[src/rtl/instr_fmt_pkg.sv]
// Instruction format definitions shared by the encoder and the decode stage.
// Holds format/error codes, fixed opcodes, the NOP word, field bit positions,
// and helper functions that range-check a field bundle and pack it into a word.
package instr_fmt_pkg;

    typedef enum logic [1:0] {
        FMT_A   = 2'd0,
        FMT_B   = 2'd1,
        FMT_C   = 2'd2,
        FMT_BAD = 2'd3
    } fmt_e;

    typedef enum logic [1:0] {
        ERR_NONE   = 2'b00,
        ERR_FORMAT = 2'b01,
        ERR_OPCODE = 2'b10,
        ERR_RANGE  = 2'b11
    } err_e;

    localparam logic [5:0]  OPC_NOP  = 6'b111111;
    localparam logic [5:0]  OPC_FMTA = 6'b000000;
    localparam logic [5:0]  OPC_B0   = 6'b100010;
    localparam logic [5:0]  OPC_B1   = 6'b100011;
    localparam logic [31:0] NOP_WORD = 32'h0000_003F;

    // Field LSB positions inside the 32-bit word (same map the decoder uses).
    localparam int RS1_LSB    = 27;   // (a),(b)
    localparam int RS2_LSB    = 22;   // (a)
    localparam int RD_A_LSB   = 17;   // (a)
    localparam int RD_B_LSB   = 22;   // (b)
    localparam int IMM_LSB    = 6;    // (b),(c)
    localparam int OPC_LSB    = 0;

    // Returns the first violated rule in priority order, ERR_NONE if legal.
    function automatic err_e check_fields(input logic [1:0]  fmt,
                                          input logic [16:0] opcode,
                                          input logic [31:0] imm,
                                          input logic        extend);
        logic [5:0] op6;
        logic       hi_zero;
        logic       is_b_op;
        logic       reserved;
        logic       b_fits;
        logic       c_fits;
        err_e       result;
        op6      = opcode[5:0];
        hi_zero  = (opcode[16:6] == 11'd0);
        is_b_op  = (op6 == OPC_B0) || (op6 == OPC_B1);
        reserved = is_b_op || (op6 == OPC_NOP);
        // Signed fit: all bits above the top kept bit must match it.
        b_fits   = extend ? ((imm[31:15] == 17'd0) || (imm[31:15] == '1))
                          : (imm[31:16] == 16'd0);
        c_fits   = extend ? ((imm[31:25] == 7'd0) || (imm[31:25] == '1))
                          : (imm[31:26] == 6'd0);
        result   = ERR_NONE;
        case (fmt)
            FMT_A: if (reserved) result = ERR_OPCODE;
            FMT_B: begin
                if (!hi_zero || !is_b_op) result = ERR_OPCODE;
                else if (!b_fits)         result = ERR_RANGE;
            end
            FMT_C: begin
                if (!hi_zero || reserved || (op6 == OPC_FMTA)) result = ERR_OPCODE;
                else if (!c_fits)                              result = ERR_RANGE;
            end
            default: result = ERR_FORMAT;
        endcase
        return result;
    endfunction

    function automatic logic [31:0] pack_word(input logic [1:0]  fmt,
                                              input logic [4:0]  rsrc1,
                                              input logic [4:0]  rsrc2,
                                              input logic [4:0]  rdst,
                                              input logic [16:0] opcode,
                                              input logic [31:0] imm);
        logic [31:0] word;
        case (fmt)
            FMT_A:   word = {rsrc1, rsrc2, rdst, opcode};
            FMT_B:   word = {rsrc1, rdst, imm[15:0], opcode[5:0]};
            FMT_C:   word = {imm[25:0], opcode[5:0]};
            default: word = 32'd0;
        endcase
        return word;
    endfunction

endpackage

[src/rtl/encoder_fifo.sv]
// Small synchronous FIFO holding {address, word} entries for the loader.
// Ports: clk, rst_n (async low), push/push_data, pop/pop_data (head, zero
// when empty), full, empty, count (registered occupancy).
// Push is ignored when full and pop when empty; the head is read directly
// from storage so a pushed entry is visible the cycle after the push.
module encoder_fifo #(
    parameter int WIDTH      = 40,
    parameter int FIFO_DEPTH = 2
) (
    input  logic                          clk,
    input  logic                          rst_n,
    input  logic                          push,
    input  logic [WIDTH-1:0]              push_data,
    input  logic                          pop,
    output logic [WIDTH-1:0]              pop_data,
    output logic                          full,
    output logic                          empty,
    output logic [$clog2(FIFO_DEPTH):0]   count
);

    localparam int PTR_W = $clog2(FIFO_DEPTH);
    localparam logic [PTR_W-1:0] PTR_ONE  = 1;
    localparam logic [PTR_W:0]   CNT_ONE  = 1;
    localparam logic [PTR_W:0]   CNT_FULL = (PTR_W + 1)'(FIFO_DEPTH);

    logic [WIDTH-1:0] mem [FIFO_DEPTH];
    logic [PTR_W-1:0] wr_ptr_reg;
    logic [PTR_W-1:0] rd_ptr_reg;
    logic [PTR_W:0]   count_reg;
    logic             do_push;
    logic             do_pop;

    assign full     = (count_reg == CNT_FULL);
    assign empty    = (count_reg == '0);
    assign count    = count_reg;
    assign do_push  = push && !full;
    assign do_pop   = pop && !empty;
    assign pop_data = empty ? '0 : mem[rd_ptr_reg];

    // Storage needs no reset; the empty flag masks stale contents.
    always_ff @(posedge clk) begin
        if (do_push) mem[wr_ptr_reg] <= push_data;
    end

    // Depth is a power of two, so the pointers wrap naturally.
    always_ff @(posedge clk or negedge rst_n) begin
        if (!rst_n) begin
            wr_ptr_reg <= '0;
            rd_ptr_reg <= '0;
            count_reg  <= '0;
        end else begin
            if (do_push) wr_ptr_reg <= wr_ptr_reg + PTR_ONE;
            if (do_pop)  rd_ptr_reg <= rd_ptr_reg + PTR_ONE;
            case ({do_push, do_pop})
                2'b10:   count_reg <= count_reg + CNT_ONE;
                2'b01:   count_reg <= count_reg - CNT_ONE;
                default: count_reg <= count_reg;
            endcase
        end
    end

endmodule

[src/rtl/instruction_encoder.sv]
// Instruction encoder: accepts field bundles over valid/ready, range-checks
// them, packs legal ones into 32-bit words tagged with an incrementing
// instruction-memory address, and queues them for the loader. A PAD state
// injects runs of NOP words.
// Ports: in_* field bundle + handshake; pad_start/pad_len NOP run request;
// addr_load/addr_value address counter load; out_* queue head + pop;
// err_valid/err_code one-cycle reject report; err_count saturating
// reject count; busy high while padding.
module instruction_encoder
    import instr_fmt_pkg::*;
#(
    parameter int ADDR_W     = 8,
    parameter int FIFO_DEPTH = 2,
    parameter int ERR_CNT_W  = 8
) (
    input  logic                 clk,
    input  logic                 rst_n,
    input  logic                 in_valid,
    output logic                 in_ready,
    input  logic [1:0]           in_format,
    input  logic [4:0]           in_rsrc1,
    input  logic [4:0]           in_rsrc2,
    input  logic [4:0]           in_rdst,
    input  logic [16:0]          in_opcode,
    input  logic [31:0]          in_imm,
    input  logic                 in_extend,
    input  logic                 pad_start,
    input  logic [7:0]           pad_len,
    input  logic                 addr_load,
    input  logic [ADDR_W-1:0]    addr_value,
    output logic                 out_valid,
    input  logic                 out_ready,
    output logic [31:0]          out_word,
    output logic [ADDR_W-1:0]    out_addr,
    output logic                 err_valid,
    output logic [1:0]           err_code,
    output logic [ERR_CNT_W-1:0] err_count,
    output logic                 busy
);

    typedef enum logic {ST_IDLE = 1'b0, ST_PAD = 1'b1} state_e;

    localparam int ENTRY_W = ADDR_W + 32;
    localparam logic [ADDR_W-1:0] ADDR_ONE = 1;
    localparam logic [ERR_CNT_W-1:0] ERR_ONE = 1;

    state_e                 state_reg, state_next;
    logic [7:0]             pad_rem_reg, pad_rem_next;
    logic [ADDR_W-1:0]      addr_reg;
    logic                   err_valid_reg;
    logic [1:0]             err_code_reg;
    logic [ERR_CNT_W-1:0]   err_count_reg;

    logic                   fifo_full;
    logic                   fifo_empty;
    logic [$clog2(FIFO_DEPTH):0] fifo_count;
    logic [ENTRY_W-1:0]     fifo_head;
    logic [ENTRY_W-1:0]     push_data;

    err_e                   chk;
    logic [31:0]            packed_word;
    logic                   accept;
    logic                   word_push;
    logic                   pad_push;
    logic                   push;

    // Ready is derived from registered occupancy only; rst_n gating keeps it
    // low for the whole reset interval.
    assign in_ready    = rst_n && (state_reg == ST_IDLE) && !fifo_full && !pad_start;
    assign accept      = in_valid && in_ready;
    assign chk         = check_fields(in_format, in_opcode, in_imm, in_extend);
    assign packed_word = pack_word(in_format, in_rsrc1, in_rsrc2, in_rdst, in_opcode, in_imm);
    assign word_push   = accept && (chk == ERR_NONE);
    assign push        = word_push || pad_push;
    assign push_data   = {addr_reg, (pad_push ? NOP_WORD : packed_word)};

    // Next-state logic: one NOP per cycle while the queue has room.
    always_comb begin
        state_next   = state_reg;
        pad_rem_next = pad_rem_reg;
        pad_push     = 1'b0;
        case (state_reg)
            ST_IDLE: begin
                if (pad_start && (pad_len != 8'd0)) begin
                    state_next   = ST_PAD;
                    pad_rem_next = pad_len;
                end
            end
            ST_PAD: begin
                if (!fifo_full) begin
                    pad_push     = 1'b1;
                    pad_rem_next = pad_rem_reg - 8'd1;
                    if (pad_rem_reg == 8'd1) state_next = ST_IDLE;
                end
            end
            default: state_next = ST_IDLE;
        endcase
    end

    always_ff @(posedge clk or negedge rst_n) begin
        if (!rst_n) begin
            state_reg     <= ST_IDLE;
            pad_rem_reg   <= 8'd0;
            addr_reg      <= '0;
            err_valid_reg <= 1'b0;
            err_code_reg  <= 2'b00;
            err_count_reg <= '0;
        end else begin
            state_reg   <= state_next;
            pad_rem_reg <= pad_rem_next;
            // A load wins over the increment; the word pushed this cycle
            // already captured the old address.
            if (addr_load)  addr_reg <= addr_value;
            else if (push)  addr_reg <= addr_reg + ADDR_ONE;
            if (accept && (chk != ERR_NONE)) begin
                err_valid_reg <= 1'b1;
                err_code_reg  <= chk;
                if (err_count_reg != '1) err_count_reg <= err_count_reg + ERR_ONE;
            end else begin
                err_valid_reg <= 1'b0;
                err_code_reg  <= 2'b00;
            end
        end
    end

    encoder_fifo #(
        .WIDTH      (ENTRY_W),
        .FIFO_DEPTH (FIFO_DEPTH)
    ) u_fifo (
        .clk       (clk),
        .rst_n     (rst_n),
        .push      (push),
        .push_data (push_data),
        .pop       (out_ready),
        .pop_data  (fifo_head),
        .full      (fifo_full),
        .empty     (fifo_empty),
        .count     (fifo_count)
    );

    assign out_valid = !fifo_empty;
    assign out_addr  = fifo_head[ENTRY_W-1:32];
    assign out_word  = fifo_head[31:0];
    assign err_valid = err_valid_reg;
    assign err_code  = err_code_reg;
    assign err_count = err_count_reg;
    assign busy      = (state_reg == ST_PAD);

    // Occupancy is consumed only through full/empty here.
    logic unused_count;
    assign unused_count = ^fifo_count;

endmodule

[config.mk]
export PLATFORM = sky130hd
export DESIGN_NAME = instruction_encoder
export DESIGN_NICKNAME = d
export VERILOG_FILES = /design/src/rtl/instr_fmt_pkg.sv /design/src/rtl/encoder_fifo.sv /design/src/rtl/instruction_encoder.sv
export SDC_FILE = /design/constraint.sdc
export NUM_CORES = 1
export LEC_CHECK = 0
export CAP_MARGIN = 30
export CORE_UTILIZATION = 50
export DETAILED_ROUTE_END_ITERATION = 10
export GPL_TIMING_DRIVEN = 0
export PLACE_DENSITY = 0.81
export SYNTH_ARGS = -nofsm -noshare
export SYNTH_HDL_FRONTEND = slang
export SYNTH_HIERARCHICAL = 1
export SYNTH_SLANG_ARGS = --single-unit
[constraint.sdc]
create_clock -name clk -period 5.25 [get_ports clk]
set_input_delay 1.05 -clock clk [delete_from_list [all_inputs] [get_ports clk]]
set_output_delay 1.05 -clock clk [all_outputs]
set_load 0.005 [all_outputs]
## After elaboration in Yosys (flattened, before gate mapping)

Memory sizes are Yosys's and may differ from the RTL's.
Index checks and enable logic that the tools add are counted.

| word-level totals | value |
|---|---|
| bits in writable memories | 80 |
| output and inout bits | 54 |
| memories kept | 1 |
| logic and storage cells | 96 |
| register bits after elaboration | 32 |

Memories:

| memory | words | width | rd ports | clocked after memory_dff | write ports | line | RTL |
|---|---|---|---|---|---|---|---|
| u_fifo.mem | 2 | 40 | 1 | 0 | 1 | encoder_fifo.sv:26 | `logic [WIDTH-1:0] mem [FIFO_DEPTH];` |

| operators by class | value |
|---|---|
| mux-type cells | 27 |
| reductions and logical operators | 37 |
| eq/ne operators | 14 |
| $add $sub $neg | 7 |
| bitwise operators | 1 |

Operators by type and width:

| cell | number |
|---|---|
| 32-bit one-hot mux with 3 select lines | 1 |
| 40-bit 2-to-1 mux | 1 |
| 32-bit 2-to-1 mux | 1 |
| 8-bit 2-to-1 mux | 4 |
| 6-bit == test (second input constant) | 3 |
| 17-bit == test (second input constant) | 1 |
| 17-bit logical NOT | 1 |
| 8-bit by 1-bit adder with 8-bit output (second input constant) | 2 |
| 16-bit logical NOT | 1 |
| 8-bit one-hot mux with 2 select lines | 1 |
| 6-bit logical NOT | 2 |
| 2-bit 2-to-1 mux | 6 |
| 11-bit logical NOT | 1 |
| 1-bit 2-to-1 mux | 10 |
| 1-bit logical AND | 9 |
| 8-bit by 1-bit == test with 1-bit output (second input constant) | 1 |
| 1-bit logical OR | 8 |
| 8-bit != test (second input constant) | 1 |
| 8-bit nonzero test | 1 |
| 8-bit by 1-bit subtractor with 8-bit output (second input constant) | 1 |
| 7-bit == test (second input constant) | 1 |
| 7-bit logical NOT | 1 |
| 2-bit == test (second input constant) | 3 |
| 2-bit logical NOT | 3 |
| 13 further kinds | 22 |

## Depth between registers and ports, before layout

| depth | value |
|---|---|
| word-level depth | 13 |
| mapped depth | 11 |

## By module

Netlist, hierarchy kept.

Modules (own cells, without submodules):

| module | area an instance (um^2) | cells each | times used |
|---|---|---|---|
| encoder_fifo | 3206.8 | 187 | 1 |
| instruction_encoder | 2603.7 | 335 | 1 |

## Worst setup path after synthesis

Ideal clock, no wire load.

| path | value |
|---|---|
| path type | input port to flip-flop |
| from | input in_imm[27] |
| to | memory u_fifo.mem[0][0] (enable) |
| path buffers | 0 |
| path slack | 0.560 ns |
| data arrival time | 4.252 ns |
| library setup time | 0.437 ns |
| cell stages on the path | 8 |
| cells stage by stage | or4_4 > nor3_4 > a2111oi_1 > a21oi_4 > o211a_4 > or2_4 > nand2_1 > nor2_1 |

| between the ends | value |
|---|---|
| word-level cells in the longest chain between the ends | 12 |
| elaborated cells between the ends (all ways) | 21 |

Ends and longest elaborated chain:

| item | line | RTL |
|---|---|---|
| start, declared | instruction_encoder.sv:25 | `input logic [31:0] in_imm,` |
| 17-bit == test, or another cell as far along | instr_fmt_pkg.sv:51 | `b_fits = extend ? ((imm[31:15] == 17'd0) \|\| (imm[31:15] == '1))` |
| 1-bit logical OR (on tied branches) | instr_fmt_pkg.sv:51, instr_fmt_pkg.sv:53 |  |
| 1-bit 2-to-1 mux (on tied branches) | instr_fmt_pkg.sv:51, instr_fmt_pkg.sv:53 |  |
| 2-bit 2-to-1 mux (on tied branches) | instr_fmt_pkg.sv:60, instr_fmt_pkg.sv:64 |  |
| 2-bit 2-to-1 mux (on tied branches) | instr_fmt_pkg.sv:59, instr_fmt_pkg.sv:63 |  |
| 2-bit one-hot mux with 3 select lines (*) | instr_fmt_pkg.sv:56 | `case (fmt)` |
| 2-bit logical NOT (*) | instruction_encoder.sv:73 | `assign word_push = accept && (chk == ERR_NONE);` |
| 1-bit logical AND (*) | instruction_encoder.sv:73 |  |
| 1-bit logical OR (*) | instruction_encoder.sv:74 | `assign push = word_push \|\| pad_push;` |
| net push | instruction_encoder.sv:65 | `logic push;` |
| 1-bit logical AND (*) | encoder_fifo.sv:36 | `assign do_push = push && !full;` |
| 1-bit 2-to-1 mux (*) | encoder_fifo.sv:42 | `if (do_push) mem[wr_ptr_reg] <= push_data;` |
| 1-bit 2-to-1 mux (implied by the code) (*) | encoder_fifo.sv:42 |  |
| end, declared | encoder_fifo.sv:26 |  |

The timed path passes the listed nets; every way through them passes the cells marked *.

## Final worst setup path

| path | value |
|---|---|
| from | input in_imm[27] |
| to | memory u_fifo.mem[0][30] (enable) |

The elaborated chain is that of the path after synthesis.

==> results by group <==
Finish
  • ANT cells: 0
  • Fillers: 846
  • Area occupied by multi-input gates: 2460 µm²
  • Final core occ: 68.5%
  • Area Growth Syn to Fin: 34.1%
  • Max reg flops: 80
  • FF/Latch Area: 3200 µm²
  • Share of post-route cells with drive strength above 1: 8.36%
  • Final Non-Filler Cells: 825
  • Design area: 7790 µm²
  • Most flop-heavy register: u_fifo/mem
  • Nets: 771

Timing
  • Slew @ Worst Pin: 780 ps
  • RSZ-0062 raised after global routing: false
  • Final setup viols: 0
  • Hold Violations, Final: 0
  • Max Clock Skew: 6.47 ps
  • Highest Clock Rate: 252 MHz
  • Slew HR: 48.0%
  • Pins Over Slew Limit: 0
  • Min cycle time layout: 3970 ps
  • Period utilization: 75.6%

Yosys
  • Synth Cell Area: 5810 µm²
  • Top cells by area, synth: edfxtp_1 41%, dfrtp_1 14%, mux2i_1 9.0%
  • Largest family of logic cells by synthesized area: simple AND/OR/NAND/NOR gates
  • Sequential-to-total area share from yosys stat: 55.1%
  • Async set-reset flop share out of synthesis: 28.6%
  • Count leader, synth: nor2_1
  • Proportion of synthesized area in mux cells: 9.22%
  • Ys Warns: 6
  • Post-synthesis compound-gate area fraction: 11.5%
  • Post-synth top cells: 85 x nor2_1, 80 x edfxtp_1, 52 x mux2i_1, 35 x a21oi_1, 34 x nand2_1
  • Post-Syn Instances: 522
  • Synth Area in Simple Gates: 18.6%
  • Number of flops mapped to enable cells by yosys: 80
  • Most used flip-flop cell after synthesis: edfxtp_1
  • XOR/XNOR Fraction of Synth Area: 1.81%
  • Yosys reg bits: 112
  • Post-synth top area share: 41.3%
  • Post-synthesis adder-cell area fraction: 1.08%
  • Avg Cell Area, Syn: 11.1 µm²
  • Syn_nets: 616
  • Area leader, netlist: edfxtp_1
  • Synth unique cells: 63

Critical path
  • Worst-case reg-to-reg path depth: 9
  • CP Launch Point: in_imm[27]
  • Startpoint Class: primary input
  • Critical path class: in2reg
  • Crit path max-delay cell type: or4_4
  • Worst Path Required: 5310 ps
  • FF-to-FF setup slack: 2180 ps
  • FF-to-FF End: u_fifo/mem[0][30]$_DFFE_PP_
  • Arrival @ worst endpoint: 4030 ps
  • R2R Path Start: u_fifo/count[0]$_DFFE_PN0P_
  • Worst setup EP type: flop
  • Crit-path max cell delay: 550 ps
  • Critical Path Fanout Max: 26
  • Critical path cell sequence: clkdlybuf4s50_1, or4_4, nor3_4, a2111oi_1, a21oi_4, o211a_4, or2_4, nand2_1, nor2_4, buf_12

Power and ir drop
  • P_sw: 1.56 mW
  • Power share of the sequential group: 37.4%
  • PD cells: 565 nW/µm²
  • Power share of the combinational group: 45.1%
  • Clock network fraction of total power: 17.5%
  • Pleak: 2.99 nW
  • Worst vdd rail ir drop: 0.000308 V
  • P_int: 2.85 mW
  • Sw frac: 35.3%
  • Power Total: 4.40 mW

Global routing
  • Initial antenna violation count: 0
  • Gr usage total: 26.6%
  • Total gr overflow: 0
  • Largest net degree at the start of global routing: 34
  • Number of global-route vias before repair: 4839
  • First-pass GRT wire length: 23.9 mm

Clock tree
  • Clk slew on worst S/H paths: 80 ps
  • CTS tree: yes
  • Post_cts resized: 0
  • CTS Hold Bufs: 0
  • H-tree levels: 3
  • Clk_lat worst skew: 350 ps
  • CTS Buf Count: 9
  • Post-CTS Setup Inserts: 0
  • Num Clock Sinks: 112
  • CTS Root Cell: clkbuf_16
  • CTS max path bufs: 2

Place
  • IO Port Bufs: 142
  • DP Area: 7450 µm²
  • Final GP Congestion: 0.905
  • Hpwl dp: 11.2 mm
  • Placed cells: 809

Routing
  • WL/cell: 18.8 µm
  • Residual DRC count: 0
  • Via count: 4811
  • 1st-iter DRT viols: 337
  • Pre-Repair DR Iteration Count: 4
  • Total Wirelength: 15.5 mm
  • Vias per inst: 5.83
  • Post-route ant nets: 0

Floorplanning
  • I/O pins: 143
  • Starting Density: 51.1%
  • Die height: 110 µm
  • Core area: 11400 µm²
  • Cell Rows: 39
  • Die Span X: 110 µm
  • Die area: 12100 µm²

Hold path
  • Hold Crit Class: reg2reg
  • Hold_sp: err_count[6]$_DFFE_PN0P_
  • Hold Path Sink: err_count[6]$_DFFE_PN0P_
  • Hold depth: 1

Flow run
  • Maxcap violations: 0

Outcome
  • Status: finished clean
## metal layers
layer | track usage, % | wire length (µm) | vias up
met3 | 4.09 | 1140 | 35
met5 | 0 | 0 | -
met1 | 32.1 | 6140 | 2292
met2 | 46.7 | 7740 | 247
met4 | 11.8 | 470 | 0
li1 | - | - | 2237
## critical path: cells and delay by family
kind / cells / cell delay [ps]
simple gates: 5 / 1560
compound gates: 3 / 700
buf+inv: 2 / 690
## power groups by stage
stage	clock network [mW]	registers, mW	logic (mW)
after floorplan	0	1.62	1.05
after global placement	0	1.66	1.87
after detailed placement	0	1.66	1.96
after CTS	0.773	1.65	1.98
after global routing	0.809	1.69	2.15
final	0.769	1.65	1.98
## cell usage in the layout, fill, tap and decap left out, types with 4 or more instances in the layout
cell type        synthesis  routed
mux2i_1                 52      52
dfrtp_1                 32      32
ha_1                     5       5
edfxtp_1                80      80
a21oi_1                 35      35
nand3_1                 14      14
nand2b_1                 4       4
o21ai_0                  9       9
nor4_1                   7       7
buf_2                    5       6
nor3b_1                  4       4
nor2_1                  85      84
xor2_1                   9       9
nor2b_1                 13      13
a21o_1                   6       6
clkbuf_1                17      17
clkdlybuf4s50_1          0     141
a22oi_1                  6       6
a211oi_1                13      13
buf_4                    4       4
clkbuf_16                0       9
nand2_1                 34      34
nor3_1                  10      10
inv_1                    8       8
nand4_1                 10      10
o211ai_1                 4       4
## cell families (layout without fill, tap and decap cells)
kind of cell             count (synthesis)  after routing
AND/OR/NAND/NOR                        210            210
flip-flops                             112            112
AO/OA/AOI/OAI                           94             94
multiplexers                            53             53
buffers and inverters                   36            196
XOR/XNOR                                12             12
adder cells (fa/ha/maj)                  5              5
## worst max-delay path by stage
| stage | depth (start not counted) | slack, ps | end |
|---|---|---|---|
| 2_1_floorplan | 8 | 560 | u_fifo/mem[0][0]$_DFFE_PP_ |
| 3_3_place_gp | 7 | -1730 | u_fifo/mem[0][9]$_DFFE_PP_ |
| 3_5_place_dp | 10 | 970 | u_fifo/mem[0][35]$_DFFE_PP_ |
| 4_1_cts | 10 | 1280 | u_fifo/mem[0][8]$_DFFE_PP_ |
| 5_1_grt | 10 | 1150 | u_fifo/mem[0][8]$_DFFE_PP_ |
| 6_report | 10 | 1280 | u_fifo/mem[0][30]$_DFFE_PP_ |
## final cells by class
cell class,count,area share (%)
sequential,112,41.1
tap,143,2.30
buffer,28,1.62
multi-input combinational,374,31.6
inverter,8,0.385
timing repair buffer,144,18.7
clock buffer,9,2.89
clock inverter,7,1.41
## through the flow
| stage | hold slack (ps) | setup WS (ps) | TNS [ps] |
|---|---|---|---|
| after CTS | 509 | 1280 | 0 |
| after global placement | 474 | -1730 | -88000 |
| after detailed placement | 489 | 968 | 0 |
| final | 511 | 1280 | 0 |
| after floorplan | 461 | 560 | 0 |
| after global routing | 515 | 1150 | 0 |
Power figures use the tool's default switching activity.
